File: src/rtl/forward_ctrl_pkg.sv
// forward_ctrl_pkg: shared widths, zero-register constant and shadow-entry type
package forward_ctrl_pkg;
  localparam int DATA_W = 32;
  localparam int REG_W = 5;
  localparam int CNT_W = 16;
  localparam int ZERO_REG = 0;
  typedef struct packed {
    logic              valid;
    logic [REG_W-1:0]  dest;
    logic [DATA_W-1:0] data;
    logic              is_load;
  } shadow_t;
endpackage

File: src/rtl/forward_ctrl_if.sv
// forward_ctrl_if: pipeline-side signals of the forwarding/hazard controller
interface forward_ctrl_if #(
  parameter int DATA_W = forward_ctrl_pkg::DATA_W,
  parameter int REG_W = forward_ctrl_pkg::REG_W,
  parameter int CNT_W = forward_ctrl_pkg::CNT_W
);
  import forward_ctrl_pkg::*;
  logic              ExeValid_IN;
  logic              ExeRegWrite_IN;
  logic              ExeIsLoad_IN;
  logic [REG_W-1:0]  ExeDest_IN;
  logic [REG_W-1:0]  ExeRs_IN;
  logic [REG_W-1:0]  ExeRt_IN;
  logic [DATA_W-1:0] ExeOperandA_IN;
  logic [DATA_W-1:0] ExeOperandB_IN;
  logic              ExeUsesRt_IN;
  logic [DATA_W-1:0] ALUResult_IN;
  logic [DATA_W-1:0] MemData_IN;
  logic [REG_W-1:0]  IdRs_IN;
  logic [REG_W-1:0]  IdRt_IN;
  logic              IdUsesRt_IN;
  logic              Flush_IN;
  logic              forward_OUT;
  logic              Fmem_forward_OUT;
  logic [DATA_W-1:0] FOperandA_OUT;
  logic [DATA_W-1:0] FOperandB_OUT;
  logic [DATA_W-1:0] S_operandA_OUT;
  logic [DATA_W-1:0] S_operandB_OUT;
  logic              Stall_OUT;
  logic              HazardErr_OUT;
  logic [CNT_W-1:0]  StallCount_OUT;
  modport master (
    output ExeValid_IN, ExeRegWrite_IN, ExeIsLoad_IN, ExeDest_IN, ExeRs_IN, ExeRt_IN,
           ExeOperandA_IN, ExeOperandB_IN, ExeUsesRt_IN, ALUResult_IN, MemData_IN,
           IdRs_IN, IdRt_IN, IdUsesRt_IN, Flush_IN,
    input  forward_OUT, Fmem_forward_OUT, FOperandA_OUT, FOperandB_OUT,
           S_operandA_OUT, S_operandB_OUT, Stall_OUT, HazardErr_OUT, StallCount_OUT
  );
  modport slave (
    input  ExeValid_IN, ExeRegWrite_IN, ExeIsLoad_IN, ExeDest_IN, ExeRs_IN, ExeRt_IN,
           ExeOperandA_IN, ExeOperandB_IN, ExeUsesRt_IN, ALUResult_IN, MemData_IN,
           IdRs_IN, IdRt_IN, IdUsesRt_IN, Flush_IN,
    output forward_OUT, Fmem_forward_OUT, FOperandA_OUT, FOperandB_OUT,
           S_operandA_OUT, S_operandB_OUT, Stall_OUT, HazardErr_OUT, StallCount_OUT
  );
endinterface

File: src/rtl/forward_ctrl_stage.sv
// fwd_stage_reg: one shadow pipeline entry whose valid bit clears on sync active-low reset
module fwd_stage_reg #(
  parameter type entry_t = forward_ctrl_pkg::shadow_t
) (
  input  logic   CLOCK,
  input  logic   RESET,
  input  entry_t entry_d,
  output entry_t entry_o
);
  import forward_ctrl_pkg::*;
  entry_t entry_q;
  always_ff @(posedge CLOCK) begin
    entry_q <= entry_d;
    if (!RESET) entry_q.valid <= 1'b0;
  end
  assign entry_o = entry_q;
endmodule

File: src/rtl/forward_ctrl.sv
// forward_ctrl: EXE operand forwarding from two shadow stages plus load-use stall detection
module forward_ctrl #(
  parameter int DATA_W = forward_ctrl_pkg::DATA_W,
  parameter int REG_W = forward_ctrl_pkg::REG_W,
  parameter int CNT_W = forward_ctrl_pkg::CNT_W
) (
  input logic CLOCK,
  input logic RESET,
  forward_ctrl_if.slave bus
);
  import forward_ctrl_pkg::*;
  typedef struct packed {
    logic              valid;
    logic [REG_W-1:0]  dest;
    logic [DATA_W-1:0] data;
    logic              is_load;
  } entry_t;
  entry_t s1_d, s1_q, s2_d, s2_q;
  logic exe_wr, stall, m1a, m1b, m2a, m2b, fwd, hazard_d, hazard_q;
  logic [DATA_W-1:0] opa, opb;
  logic [CNT_W-1:0] cnt_d, cnt_q;
  always_comb begin
    exe_wr = bus.ExeValid_IN & bus.ExeRegWrite_IN & (bus.ExeDest_IN != REG_W'(ZERO_REG));
    stall = exe_wr & bus.ExeIsLoad_IN & ((bus.IdRs_IN == bus.ExeDest_IN) |
            (bus.IdUsesRt_IN & (bus.IdRt_IN == bus.ExeDest_IN)));
    s1_d = '{valid: exe_wr & ~bus.Flush_IN, dest: bus.ExeDest_IN,
             data: bus.ALUResult_IN, is_load: bus.ExeIsLoad_IN};
    s2_d = s1_q;
    s2_d.data = s1_q.is_load ? bus.MemData_IN : s1_q.data;
    s2_d.is_load = 1'b0;
    m1a = s1_q.valid & (s1_q.dest == bus.ExeRs_IN);
    m2a = s2_q.valid & (s2_q.dest == bus.ExeRs_IN);
    m1b = bus.ExeUsesRt_IN & s1_q.valid & (s1_q.dest == bus.ExeRt_IN);
    m2b = bus.ExeUsesRt_IN & s2_q.valid & (s2_q.dest == bus.ExeRt_IN);
    fwd = m1a | m1b;
    opa = m1a ? s1_q.data : m2a ? s2_q.data : bus.ExeOperandA_IN;
    opb = m1b ? s1_q.data : m2b ? s2_q.data : bus.ExeOperandB_IN;
    // S2 never holds an unresolved load, so only the S1 term can fire
    hazard_d = hazard_q | (s1_q.is_load & fwd) | (s2_q.is_load & (m2a | m2b));
    cnt_d = (stall && !(&cnt_q)) ? cnt_q + 1'b1 : cnt_q;
  end
  fwd_stage_reg #(.entry_t(entry_t)) u_s1 (.CLOCK(CLOCK), .RESET(RESET), .entry_d(s1_d), .entry_o(s1_q));
  fwd_stage_reg #(.entry_t(entry_t)) u_s2 (.CLOCK(CLOCK), .RESET(RESET), .entry_d(s2_d), .entry_o(s2_q));
  always_ff @(posedge CLOCK) begin
    hazard_q <= RESET ? hazard_d : 1'b0;
    cnt_q <= RESET ? cnt_d : '0;
  end
  assign bus.forward_OUT = fwd;
  assign bus.Fmem_forward_OUT = ~fwd & (m2a | m2b);
  assign bus.FOperandA_OUT = opa;
  assign bus.FOperandB_OUT = opb;
  assign bus.S_operandA_OUT = opa;
  assign bus.S_operandB_OUT = opb;
  assign bus.Stall_OUT = stall;
  assign bus.HazardErr_OUT = hazard_q;
  assign bus.StallCount_OUT = cnt_q;
endmodule

File: src/flat_wrapper.sv
// flat-port wrapper written by rule: the top's interface ports become plain ports
module forward_ctrl_flat import forward_ctrl_pkg::*;
#(
  parameter int DATA_W = forward_ctrl_pkg::DATA_W,
  parameter int REG_W = forward_ctrl_pkg::REG_W,
  parameter int CNT_W = forward_ctrl_pkg::CNT_W
)
  (CLOCK, RESET, bus_ExeValid_IN, bus_ExeRegWrite_IN, bus_ExeIsLoad_IN, bus_ExeDest_IN, bus_ExeRs_IN, bus_ExeRt_IN, bus_ExeOperandA_IN, bus_ExeOperandB_IN, bus_ExeUsesRt_IN, bus_ALUResult_IN, bus_MemData_IN, bus_IdRs_IN, bus_IdRt_IN, bus_IdUsesRt_IN, bus_Flush_IN, bus_forward_OUT, bus_Fmem_forward_OUT, bus_FOperandA_OUT, bus_FOperandB_OUT, bus_S_operandA_OUT, bus_S_operandB_OUT, bus_Stall_OUT, bus_HazardErr_OUT, bus_StallCount_OUT);
  forward_ctrl_if #(.DATA_W(DATA_W), .REG_W(REG_W), .CNT_W(CNT_W)) bus_i ();
  input logic CLOCK;
  input logic RESET;
  input wire logic [$bits(bus_i.ExeValid_IN)-1:0] bus_ExeValid_IN;
  input wire logic [$bits(bus_i.ExeRegWrite_IN)-1:0] bus_ExeRegWrite_IN;
  input wire logic [$bits(bus_i.ExeIsLoad_IN)-1:0] bus_ExeIsLoad_IN;
  input wire logic [$bits(bus_i.ExeDest_IN)-1:0] bus_ExeDest_IN;
  input wire logic [$bits(bus_i.ExeRs_IN)-1:0] bus_ExeRs_IN;
  input wire logic [$bits(bus_i.ExeRt_IN)-1:0] bus_ExeRt_IN;
  input wire logic [$bits(bus_i.ExeOperandA_IN)-1:0] bus_ExeOperandA_IN;
  input wire logic [$bits(bus_i.ExeOperandB_IN)-1:0] bus_ExeOperandB_IN;
  input wire logic [$bits(bus_i.ExeUsesRt_IN)-1:0] bus_ExeUsesRt_IN;
  input wire logic [$bits(bus_i.ALUResult_IN)-1:0] bus_ALUResult_IN;
  input wire logic [$bits(bus_i.MemData_IN)-1:0] bus_MemData_IN;
  input wire logic [$bits(bus_i.IdRs_IN)-1:0] bus_IdRs_IN;
  input wire logic [$bits(bus_i.IdRt_IN)-1:0] bus_IdRt_IN;
  input wire logic [$bits(bus_i.IdUsesRt_IN)-1:0] bus_IdUsesRt_IN;
  input wire logic [$bits(bus_i.Flush_IN)-1:0] bus_Flush_IN;
  output wire logic [$bits(bus_i.forward_OUT)-1:0] bus_forward_OUT;
  output wire logic [$bits(bus_i.Fmem_forward_OUT)-1:0] bus_Fmem_forward_OUT;
  output wire logic [$bits(bus_i.FOperandA_OUT)-1:0] bus_FOperandA_OUT;
  output wire logic [$bits(bus_i.FOperandB_OUT)-1:0] bus_FOperandB_OUT;
  output wire logic [$bits(bus_i.S_operandA_OUT)-1:0] bus_S_operandA_OUT;
  output wire logic [$bits(bus_i.S_operandB_OUT)-1:0] bus_S_operandB_OUT;
  output wire logic [$bits(bus_i.Stall_OUT)-1:0] bus_Stall_OUT;
  output wire logic [$bits(bus_i.HazardErr_OUT)-1:0] bus_HazardErr_OUT;
  output wire logic [$bits(bus_i.StallCount_OUT)-1:0] bus_StallCount_OUT;
  assign bus_i.ExeValid_IN = bus_ExeValid_IN;
  assign bus_i.ExeRegWrite_IN = bus_ExeRegWrite_IN;
  assign bus_i.ExeIsLoad_IN = bus_ExeIsLoad_IN;
  assign bus_i.ExeDest_IN = bus_ExeDest_IN;
  assign bus_i.ExeRs_IN = bus_ExeRs_IN;
  assign bus_i.ExeRt_IN = bus_ExeRt_IN;
  assign bus_i.ExeOperandA_IN = bus_ExeOperandA_IN;
  assign bus_i.ExeOperandB_IN = bus_ExeOperandB_IN;
  assign bus_i.ExeUsesRt_IN = bus_ExeUsesRt_IN;
  assign bus_i.ALUResult_IN = bus_ALUResult_IN;
  assign bus_i.MemData_IN = bus_MemData_IN;
  assign bus_i.IdRs_IN = bus_IdRs_IN;
  assign bus_i.IdRt_IN = bus_IdRt_IN;
  assign bus_i.IdUsesRt_IN = bus_IdUsesRt_IN;
  assign bus_i.Flush_IN = bus_Flush_IN;
  assign bus_forward_OUT = bus_i.forward_OUT;
  assign bus_Fmem_forward_OUT = bus_i.Fmem_forward_OUT;
  assign bus_FOperandA_OUT = bus_i.FOperandA_OUT;
  assign bus_FOperandB_OUT = bus_i.FOperandB_OUT;
  assign bus_S_operandA_OUT = bus_i.S_operandA_OUT;
  assign bus_S_operandB_OUT = bus_i.S_operandB_OUT;
  assign bus_Stall_OUT = bus_i.Stall_OUT;
  assign bus_HazardErr_OUT = bus_i.HazardErr_OUT;
  assign bus_StallCount_OUT = bus_i.StallCount_OUT;
  forward_ctrl #(.DATA_W(DATA_W), .REG_W(REG_W), .CNT_W(CNT_W)) u_core (.CLOCK(CLOCK), .RESET(RESET), .bus(bus_i));
endmodule
File: config.mk
export PLATFORM = sky130hd
export DESIGN_NAME = forward_ctrl_flat
export DESIGN_NICKNAME = d
export VERILOG_FILES = /design/src/rtl/forward_ctrl_pkg.sv /design/src/rtl/forward_ctrl_if.sv /design/src/rtl/forward_ctrl_stage.sv /design/src/rtl/forward_ctrl.sv /design/src/flat_wrapper.sv
export SDC_FILE = /design/constraint.sdc
export NUM_CORES = 1
export LEC_CHECK = 0
export CORE_MARGIN = 1.5
export CORE_UTILIZATION = 37
export CTS_CLUSTER_SIZE = 24
export DETAILED_ROUTE_END_ITERATION = 10
export GPL_ROUTABILITY_DRIVEN = 0
export MAX_ROUTING_LAYER = met4
export PLACE_DENSITY = 0.87
export REMOVE_ABC_BUFFERS = 1
export SETUP_SLACK_MARGIN = 0.3
export SYNTH_ARGS = -nofsm -noshare
export SYNTH_HDL_FRONTEND = slang
export SYNTH_SLANG_ARGS = --single-unit
File: constraint.sdc
create_clock -name CLOCK -period 2.3 [get_ports CLOCK]
set_input_delay 0.345 -clock CLOCK [delete_from_list [all_inputs] [get_ports CLOCK]]
set_output_delay 0.345 -clock CLOCK [all_outputs]
set_load 0.01 [all_outputs]
==> flow_summary.json <==
{
  "port_buffers": 308,
  "maxCapViolations": 0,
  "core-area_sq_mm": 0.0132,
  "final_nets": 1100,
  "setup_viol": 130,
  "grt_overflow": 0,
  "antenna_found_initial": 0,
  "final_cells": 1119,
  "die_h_microns": 119,
  "drt_iter0_markers": 514,
  "drtAntennaViolNets": 0,
  "floorplan.initialDensity": 0.379,
  "cpPeakStageDelay_ns": 0.34,
  "num_io_pins": 309,
  "hp-class": "in2reg",
  "yosys_warnings": 0,
  "path_cells": "xor2_1 -> nor4_2 -> and3_4 -> buf_12 -> buf_16 -> buf_8 -> buf_6 -> mux2i_1 -> o21ai_1 -> buf_2",
  "drive_above_1_share": 0.551,
  "reg2reg_depth": 6,
  "syn_area_sq_mm": 0.00501,
  "powerDensity_mw_per_mm2": 415,
  "synth.distinct_cells": 38,
  "cp-end-kind": "output pin",
  "firstDrtPassIters": 5,
  "cts.clk_slew.worst_paths_ns": 0.06,
  "finClkSkew_ns": 0.0165,
  "worst-slew-pin-transition_ns": 0.529,
  "regArea_sq_mm": 0.00190,
  "rsz0062_at_grt": "yes",
  "mostFrequentLayoutCell": "clkdlybuf4s50_1",
  "slowest_stage": "nor4_2",
  "worstSetupStartpointType": "flip-flop",
  "final_cell_mix": "clkdlybuf4s50_1, buf_6, dfxtp_1, buf_2, buf_4",
  "die-area_sq_mm": 0.0143,
  "clkLatencyLatePin_ns": 0.36,
  "layout_setup_ws_ns": -0.636,
  "place_area_sq_mm": 0.00811,
  "stdcell_area_sq_mm": 0.0113,
  "p_leak_nw": 4.69,
  "clockBufferDepth": 2,
  "numClockSinks": 94,
  "rows": 42,
  "status": "finished with violations",
  "numCtsBuffers": 9,
  "synthCells": 549,
  "ys_ff_latch": 94,
  "critPathMaxFanout": 6,
  "synth_top_area_cell": "dfxtp_1",
  "num_vias": 6421,
  "ir_worst_vdd_mv": 0.343,
  "cts_htree_levels": 3,
  "slew_headroom": 0.647,
  "slew_violations": 0,
  "clock.fmax_mhz": 341,
  "cts_tree": "built",
  "timing.hold.ws_ns": 0.156,
  "area_growth_pct": 126,
  "root_buffer": "clkbuf_16",
  "avgSynthCellArea_sq_um": 9.13,
  "synth_area_leaders": "dfxtp_1, mux2i_1, buf_4",
  "grt_pass1_wl_microns": 36300,
  "min_period_over_period": 1.28,
  "dp.cells": 980,
  "crit_required_ns": 1.96,
  "grt_max_degree": 34,
  "worstSetupPathType": "reg2out",
  "fill_cells": 580,
  "violations": "negative setup slack",
  "routed_via_density": 5.74,
  "die_w_microns": 119,
  "finalWirelength_microns": 30100,
  "min_path_cells": 1,
  "hpwlAfterDp_microns": 13700,
  "hold_violations": 0,
  "grt_pass1_vias": 6163,
  "synth_seq_area_share": 0.375,
  "yosys.area.top_type_share": 0.375,
  "crit_arrival_ns": 2.59,
  "multiInputGateArea_sq_mm": 0.00372,
  "wl_per_cell_microns": 26.9,
  "finalPower_mw": 4.69,
  "drc": 0,
  "layout_min_cycle_time_ns": 2.94,
  "grtUsageTotal": 0.347
}
## cells in the mapped netlist
| library cell | count |
|---|---|
| inv_1 | 2 |
| mux2_2 | 32 |
| xnor2_1 | 6 |
| or4_1 | 9 |
| o211ai_2 | 1 |
| o211a_1 | 1 |
| buf_2 | 12 |
| buf_1 | 1 |
| nor4_1 | 7 |
| a311oi_4 | 1 |
| buf_6 | 1 |
| nand3_1 | 7 |
| and4_1 | 1 |
| a32oi_1 | 1 |
| and4_4 | 2 |
| clkbuf_1 | 18 |
| nor4b_1 | 1 |
| buf_4 | 64 |
| o21ai_0 | 37 |
| o31a_1 | 1 |
| or3_1 | 6 |
| a21oi_1 | 46 |
| mux2i_1 | 65 |
| and2_1 | 3 |
| nand2_1 | 40 |
| o21a_1 | 2 |
| nor2_1 | 34 |
| xor2_1 | 24 |
| o211ai_1 | 1 |
| a21boi_0 | 1 |
| nand2b_1 | 1 |
| dfxtp_1 | 94 |
| a311o_1 | 1 |
| o31ai_1 | 9 |
| ha_1 | 1 |
| nand4_1 | 8 |
| and3_1 | 7 |
| nor3_1 | 1 |
## where the power goes
group	total (mW)	switching, mW	internal, mW
registers	1.83	0.114	1.71
logic	1.04	0.439	0.603
clock network	1.82	0.676	1.15
## path summary, 6_finish.rpt
| path | start | slack, ns | endpoint |
|---|---|---|---|
| setup / recovery | u_core.u_s2.entry_o[34] | -0.64 | bus_FOperandA_OUT[12] |
| hold / removal | bus_ExeDest_IN[1] | 0.16 | u_core.u_s1.entry_o[34] |
| setup reg to reg | u_core.bus.StallCount_OUT[0] | 0.27 | u_core.bus.StallCount_OUT[15] |
| hold reg to reg | u_core.u_s1.entry_o[33] | 0.40 | u_core.u_s2.entry_o[33] |
## final cells by class
cell class / count / area share
diodes: 1 / 0.000221
well taps: 176 / 0.0195
repair buffers: 474 / 0.451
clock buffers: 12 / 0.0236
multi-input cells: 357 / 0.329
clock inverters: 3 / 0.00796
flip-flops and latches: 94 / 0.168
inverters: 2 / 0.000663
## sequential cells by signal, summed over array words and instances (netlist names)
register and cells:
u_core.u_s1.entry_o 39, u_core.u_s2.entry_o 38, u_core.bus.StallCount_OUT 16, u_core.bus.HazardErr_OUT 1
## cell families after synthesis
| family | after synthesis | share of synthesized area |
|---|---|---|
| AOI/OAI and AO/OA | 102 | 0.118 |
| xor gates and xnor gates | 30 | 0.0524 |
| adders and majority gates | 1 | 0.00250 |
| buffers and inverters | 98 | 0.126 |
| DFF | 94 | 0.375 |
| muxes | 97 | 0.202 |
| and+or+nand+nor | 127 | 0.125 |
## per-layer routing
metal  global-route usage  vias up  routed length [microns]
met5                    -        -                        0
met4                0.199        0                     2110
met3               0.0785      168                     3030
met2                0.579      493                    14400
met1                0.382     3102                    10500
li1                     -     2658                        -
## critical path: cells and delay by family (launching register included)
kind,cells,cell delay [ns]
DFF,1,0.33
buffers and inverters,5,0.65
AOI/OAI and AO/OA,1,0.16
muxes,1,0.30
xor gates and xnor gates,1,0.17
and+or+nand+nor,2,0.63
## repair_timing
item / CTS / global route
endpoints found under the hold margin: 0 / 0
setup buffers: 72 / 29
endpoints found under the setup margin: 146 / 143
hold buffers: 0 / 0
resized for setup: 848 / 198
gates cloned: 20 / 2
pin swaps: 32 / 49
## stage by stage
stage / setup WS [ns] / utilization / TNS [ns]
2_1_floorplan: -1.06 / - / -110.39
3_3_place_gp: -0.882 / 0.612 / -99.84
3_5_place_dp: -0.907 / 0.612 / -104.31
4_1_cts: -0.465 / 0.763 / -38.14
5_1_grt: -0.619 / 0.854 / -58.07
6_report: -0.636 / 0.854 / -48.97
Note: power is estimated with default switching activity, not from simulation.
